--- src/rtl/cnn_stream_pkg.sv ---
// Shared types for the CNN pixel-stream blocks: reader FSM states and the
// per-pixel frame/row marker sideband that travels alongside each pixel.
package cnn_stream_pkg;

   typedef enum logic [1:0] {
      IDLE  = 2'd0,
      RUN   = 2'd1,
      DRAIN = 2'd2
   } stream_state_t;

   typedef struct packed {
      logic sof;
      logic eol;
      logic eof;
   } stream_marker_t;

   localparam int MARKER_WIDTH = $bits(stream_marker_t);

   function automatic stream_marker_t make_marker(input logic first_pixel,
                                                  input logic last_col,
                                                  input logic last_pixel);
      stream_marker_t m;
      m.sof = first_pixel;
      m.eol = last_col;
      m.eof = last_pixel;
      return m;
   endfunction

endpackage

--- src/rtl/stream_skid_buffer.sv ---
// Two-entry FIFO that catches RAM read data so a stalled consumer never loses
// a pixel. The head entry only changes on a pop, keeping the output stable.
module stream_skid_buffer #(
   parameter int WIDTH = 11
) (
   input  logic             clk,
   input  logic             rst,
   input  logic             push,
   input  logic [WIDTH-1:0] push_data,
   input  logic             pop,
   output logic             head_valid,
   output logic [WIDTH-1:0] head_data,
   output logic [1:0]       count
);

   logic [WIDTH-1:0] slot0;
   logic [WIDTH-1:0] slot1;
   logic [1:0]       count_q;
   logic             do_pop;
   logic             do_push;

   assign do_pop  = pop && (count_q != 2'd0);
   assign do_push = push && ((count_q != 2'd2) || do_pop);

   // slot0 is always the head; slot1 holds the second entry when full.
   always_ff @(posedge clk) begin
      if (rst) begin
         count_q <= 2'd0;
         slot0   <= '0;
         slot1   <= '0;
      end else begin
         case ({do_push, do_pop})
            2'b10: begin
               if (count_q == 2'd0) begin
                  slot0 <= push_data;
               end else begin
                  slot1 <= push_data;
               end
               count_q <= count_q + 2'd1;
            end
            2'b01: begin
               slot0   <= slot1;
               count_q <= count_q - 2'd1;
            end
            2'b11: begin
               if (count_q == 2'd1) begin
                  slot0 <= push_data;
               end else begin
                  slot0 <= slot1;
                  slot1 <= push_data;
               end
            end
            default: begin
            end
         endcase
      end
   end

   assign head_valid = (count_q != 2'd0);
   assign head_data  = slot0;
   assign count      = count_q;

endmodule

--- src/rtl/image_stream_reader.sv ---
// Walks a row-major image in a 1-cycle-latency RAM and emits it as a
// valid/ready raster stream with sof/eol/eof markers.
module image_stream_reader
   import cnn_stream_pkg::*;
#(
   parameter int DATA_WIDTH = 8,
   parameter int IMG_WIDTH  = 28,
   parameter int IMG_HEIGHT = 28,
   parameter int ADDR_WIDTH = $clog2(IMG_WIDTH*IMG_HEIGHT)
) (
   input  logic                  clk,
   input  logic                  rst,
   input  logic                  start,
   output logic                  busy,
   output logic                  done,
   output logic                  mem_en,
   output logic [ADDR_WIDTH-1:0] mem_addr,
   input  logic [DATA_WIDTH-1:0] mem_rdata,
   output logic                  valid_out,
   input  logic                  ready_in,
   output logic [DATA_WIDTH-1:0] pixel_out,
   output logic                  sof,
   output logic                  eol,
   output logic                  eof
);

   localparam int PIXELS        = IMG_WIDTH * IMG_HEIGHT;
   localparam int COL_WIDTH     = $clog2(IMG_WIDTH + 1);
   localparam int ROW_WIDTH     = $clog2(IMG_HEIGHT + 1);
   localparam int PAYLOAD_WIDTH = DATA_WIDTH + MARKER_WIDTH;

   stream_state_t             state;
   stream_state_t             state_next;
   logic [ADDR_WIDTH-1:0]     addr;
   logic [COL_WIDTH-1:0]      col;
   logic [ROW_WIDTH-1:0]      row;
   logic                      inflight;
   stream_marker_t            inflight_marker;
   stream_marker_t            issue_marker;
   logic                      issue;
   logic                      pop;
   logic                      last_addr;
   logic                      last_col;
   logic [2:0]                occupancy;

   logic                      skid_valid;
   logic [PAYLOAD_WIDTH-1:0]  skid_head;
   logic [1:0]                skid_count;
   logic [DATA_WIDTH-1:0]     head_pixel;
   stream_marker_t            head_marker;

   assign pop          = skid_valid && ready_in;
   assign last_addr    = (addr == ADDR_WIDTH'(PIXELS - 1));
   assign last_col     = (col == COL_WIDTH'(IMG_WIDTH - 1));
   assign occupancy    = {1'b0, skid_count} + {2'b00, inflight};
   assign issue_marker = make_marker((row == '0) && (col == '0), last_col, last_addr);

   // A read may issue only if its data is guaranteed a skid slot on return.
   always_comb begin
      state_next = state;
      issue      = 1'b0;
      case (state)
         IDLE: begin
            if (start) begin
               state_next = RUN;
            end
         end
         RUN: begin
            issue = (occupancy < 3'd2) || ((occupancy == 3'd2) && pop);
            if (issue && last_addr) begin
               state_next = DRAIN;
            end
         end
         DRAIN: begin
            if (pop && head_marker.eof) begin
               state_next = IDLE;
            end
         end
         default: begin
            state_next = IDLE;
         end
      endcase
   end

   // Counters park at zero after the last read so the next frame starts clean.
   always_ff @(posedge clk) begin
      if (rst) begin
         state           <= IDLE;
         addr            <= '0;
         col             <= '0;
         row             <= '0;
         inflight        <= 1'b0;
         inflight_marker <= '0;
         done            <= 1'b0;
      end else begin
         state    <= state_next;
         done     <= (state == DRAIN) && (state_next == IDLE);
         inflight <= issue;
         if (issue) begin
            inflight_marker <= issue_marker;
            if (last_addr) begin
               addr <= '0;
               col  <= '0;
               row  <= '0;
            end else begin
               addr <= addr + ADDR_WIDTH'(1);
               if (last_col) begin
                  col <= '0;
                  row <= row + ROW_WIDTH'(1);
               end else begin
                  col <= col + COL_WIDTH'(1);
               end
            end
         end
      end
   end

   stream_skid_buffer #(
      .WIDTH(PAYLOAD_WIDTH)
   ) u_skid (
      .clk       (clk),
      .rst       (rst),
      .push      (inflight),
      .push_data ({mem_rdata, inflight_marker}),
      .pop       (pop),
      .head_valid(skid_valid),
      .head_data (skid_head),
      .count     (skid_count)
   );

   assign head_pixel  = skid_head[PAYLOAD_WIDTH-1:MARKER_WIDTH];
   assign head_marker = stream_marker_t'(skid_head[MARKER_WIDTH-1:0]);

   assign busy      = (state != IDLE);
   assign mem_en    = issue;
   assign mem_addr  = addr;
   assign valid_out = skid_valid;
   assign pixel_out = skid_valid ? head_pixel : '0;
   assign sof       = skid_valid && head_marker.sof;
   assign eol       = skid_valid && head_marker.eol;
   assign eof       = skid_valid && head_marker.eof;

endmodule

--- config.mk ---
export PLATFORM = sky130hd
export DESIGN_NAME = image_stream_reader
export DESIGN_NICKNAME = d
export VERILOG_FILES = /design/src/rtl/cnn_stream_pkg.sv /design/src/rtl/stream_skid_buffer.sv /design/src/rtl/image_stream_reader.sv
export SDC_FILE = /design/constraint.sdc
export NUM_CORES = 1
export LEC_CHECK = 0
export CAP_MARGIN = 5
export CORE_ASPECT_RATIO = 1.25
export CORE_MARGIN = 1.5
export CORE_UTILIZATION = 33
export CTS_CLUSTER_DIAMETER = 60
export CTS_CLUSTER_SIZE = 10
export DETAILED_ROUTE_END_ITERATION = 8
export GPL_TIMING_DRIVEN = 0
export SYNTH_ARGS = -nofsm -noshare
export SYNTH_HDL_FRONTEND = slang
export SYNTH_SLANG_ARGS = --single-unit
--- constraint.sdc ---
create_clock -name clk -period 4.2 [get_ports clk]
set_clock_uncertainty 0.2 [all_clocks]
set_input_delay 0.63 -clock clk [delete_from_list [all_inputs] [get_ports clk]]
set_output_delay 0.63 -clock clk [all_outputs]
set_load 0.02 [all_outputs]
* After elaboration in Yosys (flattened, before gate mapping) *
Cells that the tools add are included.

operators by class
  add/sub/neg operators = 6
  magnitude comparators = 1
  eq/ne operators = 13
  mux-type cells = 18
  reductions and logical operators = 27

operators with widths
  operator               number
  $mux 11                4
  $pmux 11 s3            1
  $pmux 11 s2            1
  $mux 5                 4
  $logic_and 1x1->1      11
  $add 10x1->10 const B  1
  $add 5x1->5 const B    2
  $eq 10x10->1 const B   1
  $logic_not 5->1        2
  $mux 10                1
  $reduce_bool 2->1      5
  $mux 8                 1
  $eq 2x1->1 const B     3
  $eq 2x2->1 const B     3
  $logic_not 2->1        3
  $mux 2                 3
  $ne 2x2->1 const B     3
  $pmux 2 s3             1
  $eq 5x5->1 const B     1
  $pmux 2 s2             1
  $reduce_and 2->1       2
  $add 2x1->3            1
  $eq 3x2->1 const B     1
  $lt 3x2->1 const B     1
  other kinds (7)        8

storage, ports and cells
  flip-flop bits (word level) = 51
  bits of input ports = 12
  output and inout port bits = 25
  logic and storage cells = 77

* Depth between registers and ports, before layout *
  depth in word-level cells = 9
  mapped depth = 9
  depth with buffers taken out = 8

* Hierarchy *
Synthesis repeated with hierarchy kept, for this count alone.

second synthesis, totals
  cell total of the unflattened synthesis = 302
  area total of the unflattened synthesis = 2,568.7 sq um

by module, submodules not included
  module               instances  cells an instance  area an instance (sq um)  sequential area each (sq um)
  image_stream_reader  1          180                1,468.9                   540.5
  stream_skid_buffer   1          122                1,099.8                   480.5

* Least setup slack after synthesis *
OpenSTA, ideal clock, no wires.

  path type = reg-to-output
  start = register inflight
  end = output mem_en
  arrival time = 1.620 ns
  data required time = 3.370 ns
  path slack = 1.750 ns
  stages on the path, launching flop included = 8
  path buffers = 1
  cells stage by stage = dfxtp_1 > ha_1 > inv_1 > ha_1 > and4bb_1 > a21oi_2 > inv_2 > buf_2

on the way
  cells in the longest elaborated chain, start to end = 5
  elaborated cells between the ends (all ways) = 6
  those cells by class = add/sub: 1; order compare: 1; eq/ne: 1; mux: 1; reduce/logical: 2

RTL lines
  what                                                                RTL line                   source
  from (decl)                                                         image_stream_reader.sv:37  logic inflight;
  from (signal assigned)                                              image_stream_reader.sv:98  inflight <= issue;
  $add 2x1->3 *                                                       image_stream_reader.sv:55  assign occupancy = {1'b0, skid_count} + {2'b00, inflight};
  parallel branches: the longest is 2 deep, another holds $lt 3x2->1  n/a
  $logic_or 1x1->1 *                                                  image_stream_reader.sv:69  issue = (occupancy < 3'd2) || ((occupancy == 3'd2) && pop);
  $mux 1 *                                                            image_stream_reader.sv:62  case (state)
  to (decl)                                                           image_stream_reader.sv:16  output logic mem_en,

Every way passes the cells marked *.

* Worst setup path after layout *
Ends and elaborated chain as after synthesis.

==> out/results.ini <==
[finish]
multiInputGateArea_um2 = 1380
fill_cells = 772
diodes = 0
nNetsFinal = 365
drive_gt1_frac = 0.0758
seq_area_um2 = 1020
stdcell_count = 435
syn_to_final_growth_pct = 22.0
design_area_um2 = 3110
final_cell_mix = 51 x dfxtp_1, 35 x clkdlybuf4s50_1, 33 x nand2_1
mostFrequentLayoutCell = dfxtp_1

[yosys]
synth-compound-area-share = 0.145
synth_area_leaders = dfxtp_1 40%, mux2i_1 5.5%, ha_1 5.4%
synth_seq_area_share = 0.400
synth_seq_cells = 51
synth_cells = 300
synth-async-reset-ratio = 0
synth_area_um2 = 2550
synth_warnings = 0
synth_xor_area_frac = 0.00687
synth_top_area_cell = dfxtp_1
postSynthAreaPerCell_um2 = 8.50
synth_adder_area_share = 0.0540
synth_edf_count = 0
yosys.area_share.simple = 0.279
syn_nets = 323
synth_top_family_by_area = simple AND/OR/NAND/NOR gates
ys_types = 44
synth_top_flop_cell = dfxtp_1
synth_top_area_share = 0.400
yosys-mux-area-fraction = 0.0550

[pwr]
peakVddDrop_mv = 0.225
total_power_mw = 1.35
leakage_nw = 1.14
powerDensity_nw_per_um2 = 434

[drt]
dr_total_vias = 2272
drcViolationCount = 0
routed_wl_um = 6070
drt_pass1_iterations = 4
first_iter_violations = 62
routed_via_density = 5.22
wl_per_cell_um = 14.0
ant_nets = 0

[sta]
hold_viol_final = 0
min_period_ps = 3670
setup_viol = 0
slew_violations = 0
finalCritPeriodShare = 0.873
rsz0062_at_grt = false
max_slew_margin = 0.623
tns_ps = 0
layout_setup_ws_ps = 531
maxClockFrequency_ghz = 0.273
worst_pin_slew_ps = 565

[worst_setup_path]
critical_path_class = register to output port
cp_common_cell = ha_1
r2r_start = inflight
required_ps = 3370
slowest_delay_ps = 560
cp_cell_sequence = ha_1 -> inv_1 -> ha_1 -> and4bb_1 -> a21oi_2 -> inv_2 -> buf_2 -> clkdlybuf4s50_1
r2r_cells = 9
cp_max_fo = 10
r2r_end = mem_addr[3]
worstSetupEndpointType = output port
reg2reg_slack_ps = 1680
cpMaxStageDelayCell = clkdlybuf4s50_1
startpoint_type = register
cp.arrival_ps = 2840

[placed_design]
port_buffers = 35
dp.cells = 427
place_congestion = 0.802
dpl_worst_slack_ps = 656
dpl_cell_area_um2 = 3020
place.detailed.hpwl_um = 4280

[floorplan]
coreArea_um2 = 7440
start_util = 0.343
rows = 35
die_h_um = 101
io_pins = 37
fp.dieArea_um2 = 8270
die_x_um = 81.6

[clocking]
post_cts.repair.setup_buffers = 0
clk_pin_slew_ps = 100
cts_tree = done
cts_resized = 0
clk-insertion-delay-late_ps = 310
root_buffer = clkbuf_8
clockBufferDepth = 2
numCtsBuffers = 5
clkSinkCount = 51
cts_hold_buf = 0
htreeDepth = 2

[global_routing]
grt_use_total = 0.156
grt_overflow_total = 0
grt_max_degree = 19
antenna_found_initial = 0
grt_pass1_vias = 2237
grt_pass1_wl_um = 10300

[min_path]
min_path_type = register to register
whs_path_depth = 2
worstHoldStart = inflight_marker[2]
holdPathEnd = inflight_marker[2]

[outcome]
status = completed

[flow_run]
maxCapViolations = 0

layer usage:
metal	track usage	up-vias	part of all wire
li1	-	1156	-
met1	0.182	1068	0.45
met2	0.289	42	0.50
met3	0.0243	6	0.040
met4	0.0469	0	0.0089
met5	0	-	0
worst max-delay path: cells and delay by family (launching register included):
family,cells,cell delay (ps)
DFF,1,460
and+or+nand+nor,1,230
buffers and inverters,4,930
AOI/OAI and AO/OA,1,450
adders and majority gates,2,470
Yosys cell counts, drive strengths merged (2+ instances only):
library cell	n
xnor2	2
and3	2
nor4b	4
a311oi	12
nand3	22
nand4	7
nor2	31
or3	3
nor3b	2
nor2b	12
clkbuf	9
nand3b	2
a21oi	21
or4	7
ha	11
mux2i	14
o21ai	9
nand2	33
dfxtp	51
a31oi	4
nor3	2
inv	12
or2	2
buf	10
o31ai	4
metrics by stage:
step	hold slack, ps	utilization
2_1_floorplan	249	-
3_3_place_gp	261	0.405
3_5_place_dp	262	0.405
4_1_cts	277	0.418
5_1_grt	297	0.418
6_report	274	0.418
how the worst max path moves through the flow:
stage               startpoint  endpoint  slack (ps)  cells past startpoint
finish                inflight    mem_en         530                      8
global route          inflight    mem_en         380                      8
CTS                   inflight    mem_en         480                      8
detailed placement    ready_in    mem_en         660                      6
global placement      ready_in    mem_en         660                      6
floorplan             inflight    mem_en        1750                      7
sequential cells by signal, indices dropped and copies added (netlist names), 2 cells and up:
name              count
col                   5
inflight_marker       3
mem_addr             10
row                   5
state                 2
u_skid.count          2
u_skid.head_data     11
u_skid.slot1         11
power by group:
group / internal [mW] / leakage (nW) / total (mW) / switching [mW]
Sequential: 0.542 / 0.414 / 0.581 / 0.0395
Combinational: 0.194 / 0.674 / 0.462 / 0.268
Clock: 0.123 / 0.0491 / 0.308 / 0.185
layout make-up:
class / count / area share
Clock buffer: 5 / 0.0221
Multi-Input combinational cell: 218 / 0.442
Tap cell: 92 / 0.0370
Clock inverter: 3 / 0.00845
Sequential cell: 51 / 0.328
Timing Repair Buffer: 35 / 0.113
Inverter: 12 / 0.0145
Buffer: 19 / 0.0350
cell families after synthesis:
family | count (synthesis)
xor gates and xnor gates | 2
AOI/OAI and AO/OA | 55
DFF | 51
buffers and inverters | 31
adders and majority gates | 11
and+or+nand+nor | 136
muxes | 14
Note: power is estimated with default switching activity, not from simulation.
